==> src/rtl/cpu_pkg.sv <==
// cpu_pkg: shared widths and encodings for the memory arbiter
package cpu_pkg;
  localparam int AW = 4;
  localparam int DW = 8;
  typedef enum logic [1:0] {
    ST_IDLE   = 2'd0,
    ST_ACCESS = 2'd1,
    ST_DONE   = 2'd2
  } state_t;
  localparam logic OWN_A = 1'b0;
  localparam logic OWN_B = 1'b1;
endpackage

==> src/rtl/mem_arbiter_if.sv <==
// mem_arbiter_if: two requester ports plus the memory side of the arbiter
interface mem_arbiter_if #(
  parameter int AW = cpu_pkg::AW,
  parameter int DW = cpu_pkg::DW
) ();
  logic          a_req;
  logic          a_we;
  logic [AW-1:0] a_addr;
  logic [DW-1:0] a_wdata;
  logic          a_ack;
  logic [DW-1:0] a_rdata;
  logic          b_req;
  logic          b_we;
  logic [AW-1:0] b_addr;
  logic [DW-1:0] b_wdata;
  logic          b_ack;
  logic [DW-1:0] b_rdata;
  logic [AW-1:0] mem_address;
  logic [DW-1:0] mem_data_w;
  logic          mem_we;
  logic [DW-1:0] mem_data_r;
  modport master (
    output a_req, a_we, a_addr, a_wdata, b_req, b_we, b_addr, b_wdata, mem_data_r,
    input  a_ack, a_rdata, b_ack, b_rdata, mem_address, mem_data_w, mem_we
  );
  modport slave (
    input  a_req, a_we, a_addr, a_wdata, b_req, b_we, b_addr, b_wdata, mem_data_r,
    output a_ack, a_rdata, b_ack, b_rdata, mem_address, mem_data_w, mem_we
  );
endinterface

==> src/rtl/mem_arbiter_rr_arb2.sv <==
// rr_arb2: combinational two-way round-robin picker
module rr_arb2
  import cpu_pkg::*;
(
  input  logic req_a,
  input  logic req_b,
  input  logic last_grant,
  output logic grant_valid,
  output logic grant_owner
);
  always_comb begin
    grant_valid = req_a | req_b;
    grant_owner = (req_a & req_b) ? ~last_grant : (req_b ? OWN_B : OWN_A);
  end
endmodule

==> src/rtl/mem_arbiter.sv <==
// mem_arbiter: shares one memory between two req/ack ports, one access at a time
module mem_arbiter
  import cpu_pkg::*;
(
  input  logic         clk,
  input  logic         reset_n,
  mem_arbiter_if.slave bus,
  output logic [1:0]   dbg_state,
  output logic         dbg_owner
);
  state_t state, state_n;
  logic   owner;
  logic   grant_valid, grant_owner;
  rr_arb2 u_arb (
    .req_a      (bus.a_req),
    .req_b      (bus.b_req),
    .last_grant (owner),
    .grant_valid(grant_valid),
    .grant_owner(grant_owner)
  );
  always_comb begin
    state_n = state == ST_IDLE   ? (grant_valid ? ST_ACCESS : ST_IDLE) :
              state == ST_ACCESS ? ST_DONE : ST_IDLE;
  end
  always_ff @(posedge clk) begin
    if (!reset_n) state <= ST_IDLE;
    else state <= state_n;
  end
  // mem_we still holds the granted direction during ACCESS, so it selects the read capture
  always_ff @(posedge clk) begin
    if (!reset_n) begin
      owner           <= OWN_B;
      bus.mem_address <= '0;
      bus.mem_data_w  <= '0;
      bus.mem_we      <= 1'b0;
      bus.a_ack       <= 1'b0;
      bus.b_ack       <= 1'b0;
      bus.a_rdata     <= '0;
      bus.b_rdata     <= '0;
    end else begin
      if (state == ST_IDLE && grant_valid) begin
        owner           <= grant_owner;
        bus.mem_address <= grant_owner ? bus.b_addr : bus.a_addr;
        bus.mem_data_w  <= grant_owner ? bus.b_wdata : bus.a_wdata;
        bus.mem_we      <= grant_owner ? bus.b_we : bus.a_we;
      end
      if (state == ST_ACCESS) begin
        bus.mem_we <= 1'b0;
        bus.a_ack  <= owner == OWN_A;
        bus.b_ack  <= owner == OWN_B;
        if (!bus.mem_we && owner == OWN_A) bus.a_rdata <= bus.mem_data_r;
        if (!bus.mem_we && owner == OWN_B) bus.b_rdata <= bus.mem_data_r;
      end
      if (state == ST_DONE) begin
        bus.a_ack <= 1'b0;
        bus.b_ack <= 1'b0;
      end
    end
  end
  assign dbg_state = state;
  assign dbg_owner = owner;
endmodule

==> src/flat_wrapper.sv <==
// flat-port wrapper written by rule: the top's interface ports become plain ports
module mem_arbiter_flat import cpu_pkg::*;
  (clk, reset_n, dbg_state, dbg_owner, bus_a_req, bus_a_we, bus_a_addr, bus_a_wdata, bus_b_req, bus_b_we, bus_b_addr, bus_b_wdata, bus_mem_data_r, bus_a_ack, bus_a_rdata, bus_b_ack, bus_b_rdata, bus_mem_address, bus_mem_data_w, bus_mem_we);
  mem_arbiter_if #(.AW(4), .DW(8)) bus_i ();
  input  logic clk;
  input  logic reset_n;
  output logic [1:0] dbg_state;
  output logic dbg_owner;
  input wire logic [$bits(bus_i.a_req)-1:0] bus_a_req;
  input wire logic [$bits(bus_i.a_we)-1:0] bus_a_we;
  input wire logic [$bits(bus_i.a_addr)-1:0] bus_a_addr;
  input wire logic [$bits(bus_i.a_wdata)-1:0] bus_a_wdata;
  input wire logic [$bits(bus_i.b_req)-1:0] bus_b_req;
  input wire logic [$bits(bus_i.b_we)-1:0] bus_b_we;
  input wire logic [$bits(bus_i.b_addr)-1:0] bus_b_addr;
  input wire logic [$bits(bus_i.b_wdata)-1:0] bus_b_wdata;
  input wire logic [$bits(bus_i.mem_data_r)-1:0] bus_mem_data_r;
  output wire logic [$bits(bus_i.a_ack)-1:0] bus_a_ack;
  output wire logic [$bits(bus_i.a_rdata)-1:0] bus_a_rdata;
  output wire logic [$bits(bus_i.b_ack)-1:0] bus_b_ack;
  output wire logic [$bits(bus_i.b_rdata)-1:0] bus_b_rdata;
  output wire logic [$bits(bus_i.mem_address)-1:0] bus_mem_address;
  output wire logic [$bits(bus_i.mem_data_w)-1:0] bus_mem_data_w;
  output wire logic [$bits(bus_i.mem_we)-1:0] bus_mem_we;
  assign bus_i.a_req = bus_a_req;
  assign bus_i.a_we = bus_a_we;
  assign bus_i.a_addr = bus_a_addr;
  assign bus_i.a_wdata = bus_a_wdata;
  assign bus_i.b_req = bus_b_req;
  assign bus_i.b_we = bus_b_we;
  assign bus_i.b_addr = bus_b_addr;
  assign bus_i.b_wdata = bus_b_wdata;
  assign bus_i.mem_data_r = bus_mem_data_r;
  assign bus_a_ack = bus_i.a_ack;
  assign bus_a_rdata = bus_i.a_rdata;
  assign bus_b_ack = bus_i.b_ack;
  assign bus_b_rdata = bus_i.b_rdata;
  assign bus_mem_address = bus_i.mem_address;
  assign bus_mem_data_w = bus_i.mem_data_w;
  assign bus_mem_we = bus_i.mem_we;
  mem_arbiter u_core (.clk(clk), .reset_n(reset_n), .bus(bus_i), .dbg_state(dbg_state), .dbg_owner(dbg_owner));
endmodule
==> config.mk <==
export PLATFORM = sky130hd
export DESIGN_NAME = mem_arbiter_flat
export DESIGN_NICKNAME = d
export VERILOG_FILES = /design/src/rtl/cpu_pkg.sv /design/src/rtl/mem_arbiter_if.sv /design/src/rtl/mem_arbiter_rr_arb2.sv /design/src/rtl/mem_arbiter.sv /design/src/flat_wrapper.sv
export SDC_FILE = /design/constraint.sdc
export NUM_CORES = 1
export LEC_CHECK = 0
export CORE_MARGIN = 1.5
export CORE_UTILIZATION = 40
export CTS_CLUSTER_DIAMETER = 100
export DETAILED_ROUTE_END_ITERATION = 16
export GPL_ROUTABILITY_DRIVEN = 0
export GPL_TIMING_DRIVEN = 0
export PLACE_DENSITY = 0.79
export SLEW_MARGIN = 10
export SYNTH_ARGS = -nofsm -noshare
export SYNTH_HDL_FRONTEND = slang
export SYNTH_SLANG_ARGS = --single-unit
==> constraint.sdc <==
create_clock -name clk -period 1.9 [get_ports clk]
set_input_delay 0.19 -clock clk [delete_from_list [all_inputs] [get_ports clk]]
set_output_delay 0.19 -clock clk [all_outputs]
set_load 0.005 [all_outputs]
==> results of run 1 <==
## kinds of logic after synthesis
family / share of synthesized area
AO/OA/AOI/OAI: 0.272
buffers and inverters: 0.0621
flip-flops: 0.463
XOR/XNOR: 0.00596
AND/OR/NAND/NOR: 0.197
## worst reg2reg max path, delay by kind of cell (launching register included)
kind | cells | cell delay (ns)
AND/OR/NAND/NOR | 1 | 0.14
AO/OA/AOI/OAI | 1 | 0.15
buffers and inverters | 3 | 0.80
flip-flops | 1 | 0.33
## state kept, by name, indices dropped and copies added, names as in the netlist
name,count
u_core.bus.mem_address,4
u_core.dbg_owner,1
u_core.bus.a_ack,1
u_core.bus.b_ack,1
u_core.bus.mem_data_w,8
u_core.dbg_state,2
u_core.bus.b_rdata,8
u_core.bus.a_rdata,8
u_core.bus.mem_we,1
## per-layer routing
| layer | global-route usage | up-vias | wire length (um) |
|---|---|---|---|
| li1 | - | 731 | - |
| met5 | 0 | - | 0 |
| met4 | 0.0897 | 0 | 66 |
| met1 | 0.231 | 642 | 1480 |
| met2 | 0.334 | 61 | 1680 |
| met3 | 0.0714 | 7 | 339 |
## Yosys cell counts
cell	instances	area [um^2]
nand2_1	35	131
dfxtp_1	34	681
a21oi_1	15	75.1
nand3_1	14	70.1
a311oi_2	10	150
o21ai_0	9	45.0
o21ai_2	8	70.1
buf_2	7	35.0
clkbuf_1	5	18.8
a311oi_1	3	26.3
buf_1	2	7.51
buf_6	2	22.5
inv_1	2	7.51
nand3_2	2	20.0
nor2_1	2	7.51
a211o_1	1	8.76
a21bo_2	1	10.0
a21boi_0	1	7.51
a21boi_1	1	7.51
and2_1	1	6.26
and3_1	1	6.26
nand3b_1	1	7.51
nand4bb_1	1	11.3
nor3_1	1	5.00
nor3b_1	1	7.51
or2_0	1	6.26
or4b_1	1	10.0
xnor2_1	1	8.76
## layout by cell type, fill, tap and decap left out
cell	count
buf_2	7
clkbuf_8	5
a21boi_0	1
nor2_1	2
a21oi_1	15
nor3b_1	1
dfxtp_1	34
xnor2_1	1
clkdlybuf4s50_1	70
o21ai_2	8
a211o_1	1
o21ai_0	9
a21boi_1	1
clkbuf_1	7
a311oi_1	3
nand3_2	2
and2_1	1
a311oi_2	10
or4b_1	1
or2_0	1
nand3b_1	1
nand3_1	14
nand4bb_1	1
buf_6	2
buf_1	2
nand2_1	35
a21bo_2	1
inv_1	2
and3_1	1
nor3_1	1
## power breakdown
group,total (mW),internal (mW),switching (mW)
logic,0.418,0.243,0.175
registers,0.806,0.771,0.0358
clock network,0.494,0.252,0.242
total,1.72,1.27,0.452
## worst max-delay path by stage
stage                             start                        to
finish              u_core.dbg_state[1]     u_core.bus.b_rdata[4]
global route        u_core.dbg_state[1]     u_core.bus.b_rdata[6]
CTS                 u_core.dbg_state[1]     u_core.bus.b_rdata[5]
detailed placement            bus_a_req  u_core.bus.mem_data_w[3]
global placement              bus_b_req  u_core.bus.mem_data_w[5]
floorplan           u_core.dbg_state[1]     u_core.bus.a_rdata[1]
## final cells by class
cell class                      instances  area (um^2)  share of cell area
Inverter                                2         7.51             0.00326
Buffer                                 16         83.8              0.0364
Clock buffer                            7         76.3              0.0331
Timing Repair Buffer                   70          701               0.304
Tap cell                               46         57.6              0.0250
Multi-Input combinational cell        111          698               0.303
Sequential cell                        34          681               0.295
==> flow_metrics.tcl, run 1 <==
set metrics [dict create \
    dpl_cell_area_mm2 0.00223 \
    htreeDepth 2 \
    ant_nets 0 \
    path_cells "buf_2 > nand4bb_1 > clkbuf_1 > clkbuf_1 > o21ai_0" \
    cts_tree "yes" \
    wl_um 3570 \
    post-place-ws_ns 0.132 \
    dr.pass1.iters 4 \
    holdCritStartpoint "reset_n" \
    grt_pass1_vias 1461 \
    via_per_inst 5.04 \
    final_area_mm2 0.00230 \
    r2r_cells 5 \
    arrival_ns 1.69 \
    num_antenna_cells 0 \
    cts_setup_buffers 0 \
    crit_top_cell "clkbuf_1" \
    min_path_type "in2reg" \
    cts_buffers 5 \
    core_area_mm2 0.00344 \
    end_kind "flip-flop" \
    yosys_warnings 0 \
    critPathMaxFanout 10 \
    root_buffer "clkbuf_8" \
    antenna_found_initial 0 \
    nets 278 \
    grt_pass1_wl_um 6400 \
    drv_slew 0 \
    path_delay_family "buffers and inverters" \
    worst_pin_slew_ns 0.451 \
    peakVddDrop_v 0.000419 \
    grt_max_degree 11 \
    crit_buf_inv 3 \
    die_x_um 63.6 \
    setup-violations-final 0 \
    critical-path-slowest-cell "clkbuf_1" \
    power_density_mw_per_mm2 745 \
    syn-mean-instance-area_um2 9.02 \
    cts_hold_buf 0 \
    finalCriticalPeriod_ns 1.54 \
    die_area_mm2 0.00405 \
    portBuffers 70 \
    r2r-end "u_core.bus.b_rdata[4]" \
    ys_seq_area_frac 0.463 \
    clkTransAtPathRegs_ns 0.06 \
    rr_startpoint "u_core.dbg_state[1]" \
    synth_nets 201 \
    vias 1441 \
    max_slew_margin 0.699 \
    cellLeakagePower_nw 0.839 \
    postCtsResizedCells 0 \
    fin_skew_ns 0.00144 \
    drive_gt1_frac 0.146 \
    drc 0 \
    worst-setup-path-type "reg2reg" \
    fin_ws_ns 0.363 \
    cp_data_required_time_ns 2.06 \
    critical_path_depth 5 \
    startpoint_type "flip-flop" \
    placed_cells 279 \
    cap_violations 0 \
    r2r_slack_ns 0.36 \
    synth_cells 163 \
    final_cells 286 \
    fin_crit_sh 0.809 \
    clockBufferDepth 2 \
    tns_ns 0 \
    fmax_mhz 651 \
    drt_iter0_drc 43 \
    hpwlAfterDp_um 2730 \
    grt_setup_unrepaired "no" \
    wire_per_inst_um 12.5 \
    row_count 21 \
    syn_to_final_growth_pct 56.8 \
    track_usage 0.201 \
    boundaryPins 72 \
    power_mw 1.72 \
    numClockSinks 34 \
    fillers 303 \
    utilization 0.670 \
    synth_area_mm2 0.00147 \
    hold_depth 3 \
    outcome "complete, no violations" \
    yosysUniqueCellTypes 28 \
    start_util 0.427 \
    die_h_um 63.6 \
    insertion_delay_ns 0.28 \
    hold_end "u_core.bus.a_rdata[4]" \
    fin_hold_ws_ns 0.355 \
    grt-ovfl-total 0 \
    cp_slowest_stage_delay_ns 0.36 \
    synth_seq_cells 34 \
    hold_viol_final 0 \
]
(Power assumes the default switching activity.)
==> run 2: changes to the inputs <==
CORE_UTILIZATION = 36   (was 40)
PLACE_DENSITY = 0.76   (was 0.79)
clock period = 1.3 ns   (was 1.9 ns; I/O delays follow)
==> run 2 against run 1 <==
  * The flow now finishes with violations (setup timing)
  * Combinational power rose by 66%
  * Power rose by 65%
  * Cell count rose by 3.1%
  * Largest power group unchanged
  * Sequential cell count did not move
  * Clock-buffer cell count did not move
  * Non-clock buffer count rose by 4
  * Routed wire length rose by 14%
  * Clock skew rose by 0.0062 ns
  * Clock power rose by 93%
==> flow_metrics.tcl, run 2 (synthesized netlist as in run 1, its figures left out) <==
set metrics [dict create \
    hpwlAfterDp_um 2790 \
    core_area_mm2 0.00397 \
    holdCritStartpoint "reset_n" \
    setup-violations-final 18 \
    fillers 348 \
    peakVddDrop_v 0.000659 \
    antenna_found_initial 0 \
    syn_to_final_growth_pct 72.9 \
    clockBufferDepth 2 \
    dpl_cell_area_mm2 0.00225 \
    portBuffers 70 \
    die_h_um 66.9 \
    path_delay_family "simple AND/OR/NAND/NOR gates" \
    via_per_inst 5.04 \
    violations "setup timing" \
    wl_um 4050 \
    p_sw_frac 0.254 \
    numClockSinks 34 \
    netSwitchingPower_mw 0.719 \
    die_x_um 66.9 \
    critPathMaxFanout 10 \
    grt_setup_unrepaired "yes" \
    hold_end "u_core.bus.mem_we" \
    fin_ws_ns -0.0823 \
    seqPwrFrac 0.419 \
    outcome "complete, but fails checks" \
    path_cells "buf_6 > or4b_4 > buf_12 > nand3_2 > o21ai_2" \
    clkTransAtPathRegs_ns 0.07 \
    rr_startpoint "u_core.dbg_state[1]" \
    critical-path-slowest-cell "or4b_4" \
    root_buffer "clkbuf_8" \
    wire_per_inst_um 13.7 \
    min_path_type "in2reg" \
    die_area_mm2 0.00448 \
    arrival_ns 1.57 \
    vias 1487 \
    num_antenna_cells 0 \
    startpoint_type "flip-flop" \
    final_area_mm2 0.00254 \
    hold_depth 3 \
    power_density_mw_per_mm2 1110 \
    dr.pass1.iters 4 \
    fin_crit_sh 1.06 \
    tns_ns -0.895 \
    cellLeakagePower_nw 1.13 \
    reg.largest.list "u_core.bus.a_rdata: 8 flops, u_core.bus.b_rdata: 8 flops, u_core.bus.mem_data_w: 8 flops" \
    r2r-end "u_core.bus.a_rdata[2]" \
    insertion_delay_ns 0.29 \
    grt_max_degree 14 \
    drv_slew 0 \
    seq_area_um2 691 \
    clockPowerShare 0.337 \
    nets 282 \
    ant_nets 0 \
    start_util 0.370 \
    boundaryPins 72 \
    internal-power_mw 2.11 \
    cts_tree "yes" \
    cp_slowest_stage_delay_ns 0.53 \
    drive_gt1_frac 0.233 \
    crit_buf_inv 2 \
    grt_pass1_wl_um 6290 \
    finalCriticalPeriod_ns 1.38 \
    cts_buffers 5 \
    final_common_cell "clkdlybuf4s50_1" \
    drc 0 \
    track_usage 0.186 \
    row_count 23 \
    cts_hold_buf 0 \
    hold_viol_final 0 \
    max_slew_margin 0.608 \
    worst_pin_slew_ns 0.588 \
    multiInputGateArea_um2 746 \
    htreeDepth 2 \
    power_mw 2.83 \
    drt_iter0_drc 60 \
    pwr-share-comb 0.244 \
    fin_skew_ns 0.00765 \
    grt-ovfl-total 0 \
    r2r_cells 5 \
    r2r_slack_ns -0.08 \
    grt_pass1_vias 1429 \
    end_kind "flip-flop" \
    worst-setup-path-type "reg2reg" \
    final_cell_mix "55 x clkdlybuf4s50_1, 35 x nand2_1, 30 x dfxtp_1" \
    cap_violations 0 \
    fmax_mhz 723 \
    post-place-ws_ns -0.452 \
    cp_data_required_time_ns 1.49 \
]
[run 2: cell count changes in the layout (fill, tap and decap cells not counted), moves of 4 or more]
| cell | delta |
|---|---|
| dfxtp_1 | -4 |
| clkbuf_1 | -4 |
| buf_4 | +7 |
| nand3_2 | +4 |
| nand3_1 | -4 |
| dlymetal6s2s_1 | +13 |
| clkdlybuf4s50_1 | -15 |
| buf_2 | -5 |
[run 2: cell type report]
class,instances,area share
clock buffer,7,0.0300
inverter,2,0.00295
clock inverter,1,0.0118
tap,50,0.0246
buffer,13,0.0458
multi-input combinational,111,0.293
timing repair buffer,77,0.320
sequential,34,0.272
[run 2: worst max path at each step]
stage | start | end | slack (ns) | cells after the start
global route | u_core.dbg_state[1] | u_core.bus.a_rdata[2] | -0.12 | 5
global placement | bus_a_req | u_core.bus.mem_address[1] | -0.40 | 7
floorplan | u_core.dbg_state[1] | u_core.bus.a_rdata[1] | -0.11 | 6
finish | u_core.dbg_state[1] | u_core.bus.a_rdata[2] | -0.08 | 5
CTS | u_core.dbg_state[1] | u_core.bus.a_rdata[2] | -0.09 | 5
detailed placement | bus_b_req | u_core.bus.mem_data_w[4] | -0.45 | 5
[run 2: per-stage QoR]
stage,instances,hold slack [ns],util
floorplan,163,0.283,-
global placement,283,0.450,0.567
detailed placement,283,0.450,0.567
CTS,290,0.307,0.604
global route,295,0.338,0.640
finish,295,0.297,0.640
[run 2: power by group through the flow]
| stage | Clock (mW) | Sequential (mW) | Combinational, mW |
|---|---|---|---|
| 2_1_floorplan | 0 | 1.21 | 0.285 |
| 3_3_place_gp | 0 | 1.20 | 0.617 |
| 3_5_place_dp | 0 | 1.20 | 0.623 |
| 4_1_cts | 0.971 | 1.18 | 0.638 |
| 5_1_grt | 0.998 | 1.20 | 0.753 |
| 6_report | 0.955 | 1.19 | 0.692 |
[run 2: metal layers]
metal,vias up,track usage,part of all wire
met1,681,0.210,0.42
met5,-,0,0
met2,59,0.321,0.49
met3,8,0.0574,0.074
li1,739,-,-
met4,0,0.0816,0.017
[run 2: repair_timing]
item,4_1_cts,5_1_grt
pin swaps,1,3
buffers inserted,2,4
resized for setup,16,33
setup endpoints to repair,33,39
gates cloned,0,1
hold endpoints to repair,0,0
[run 2: worst reg2reg max path, stage by stage, from the launching register on]
cell and delay [ns]:
dfxtp_2 0.33, buf_6 0.11, or4b_4 0.53, buf_12 0.18, nand3_2 0.07, o21ai_2 0.05
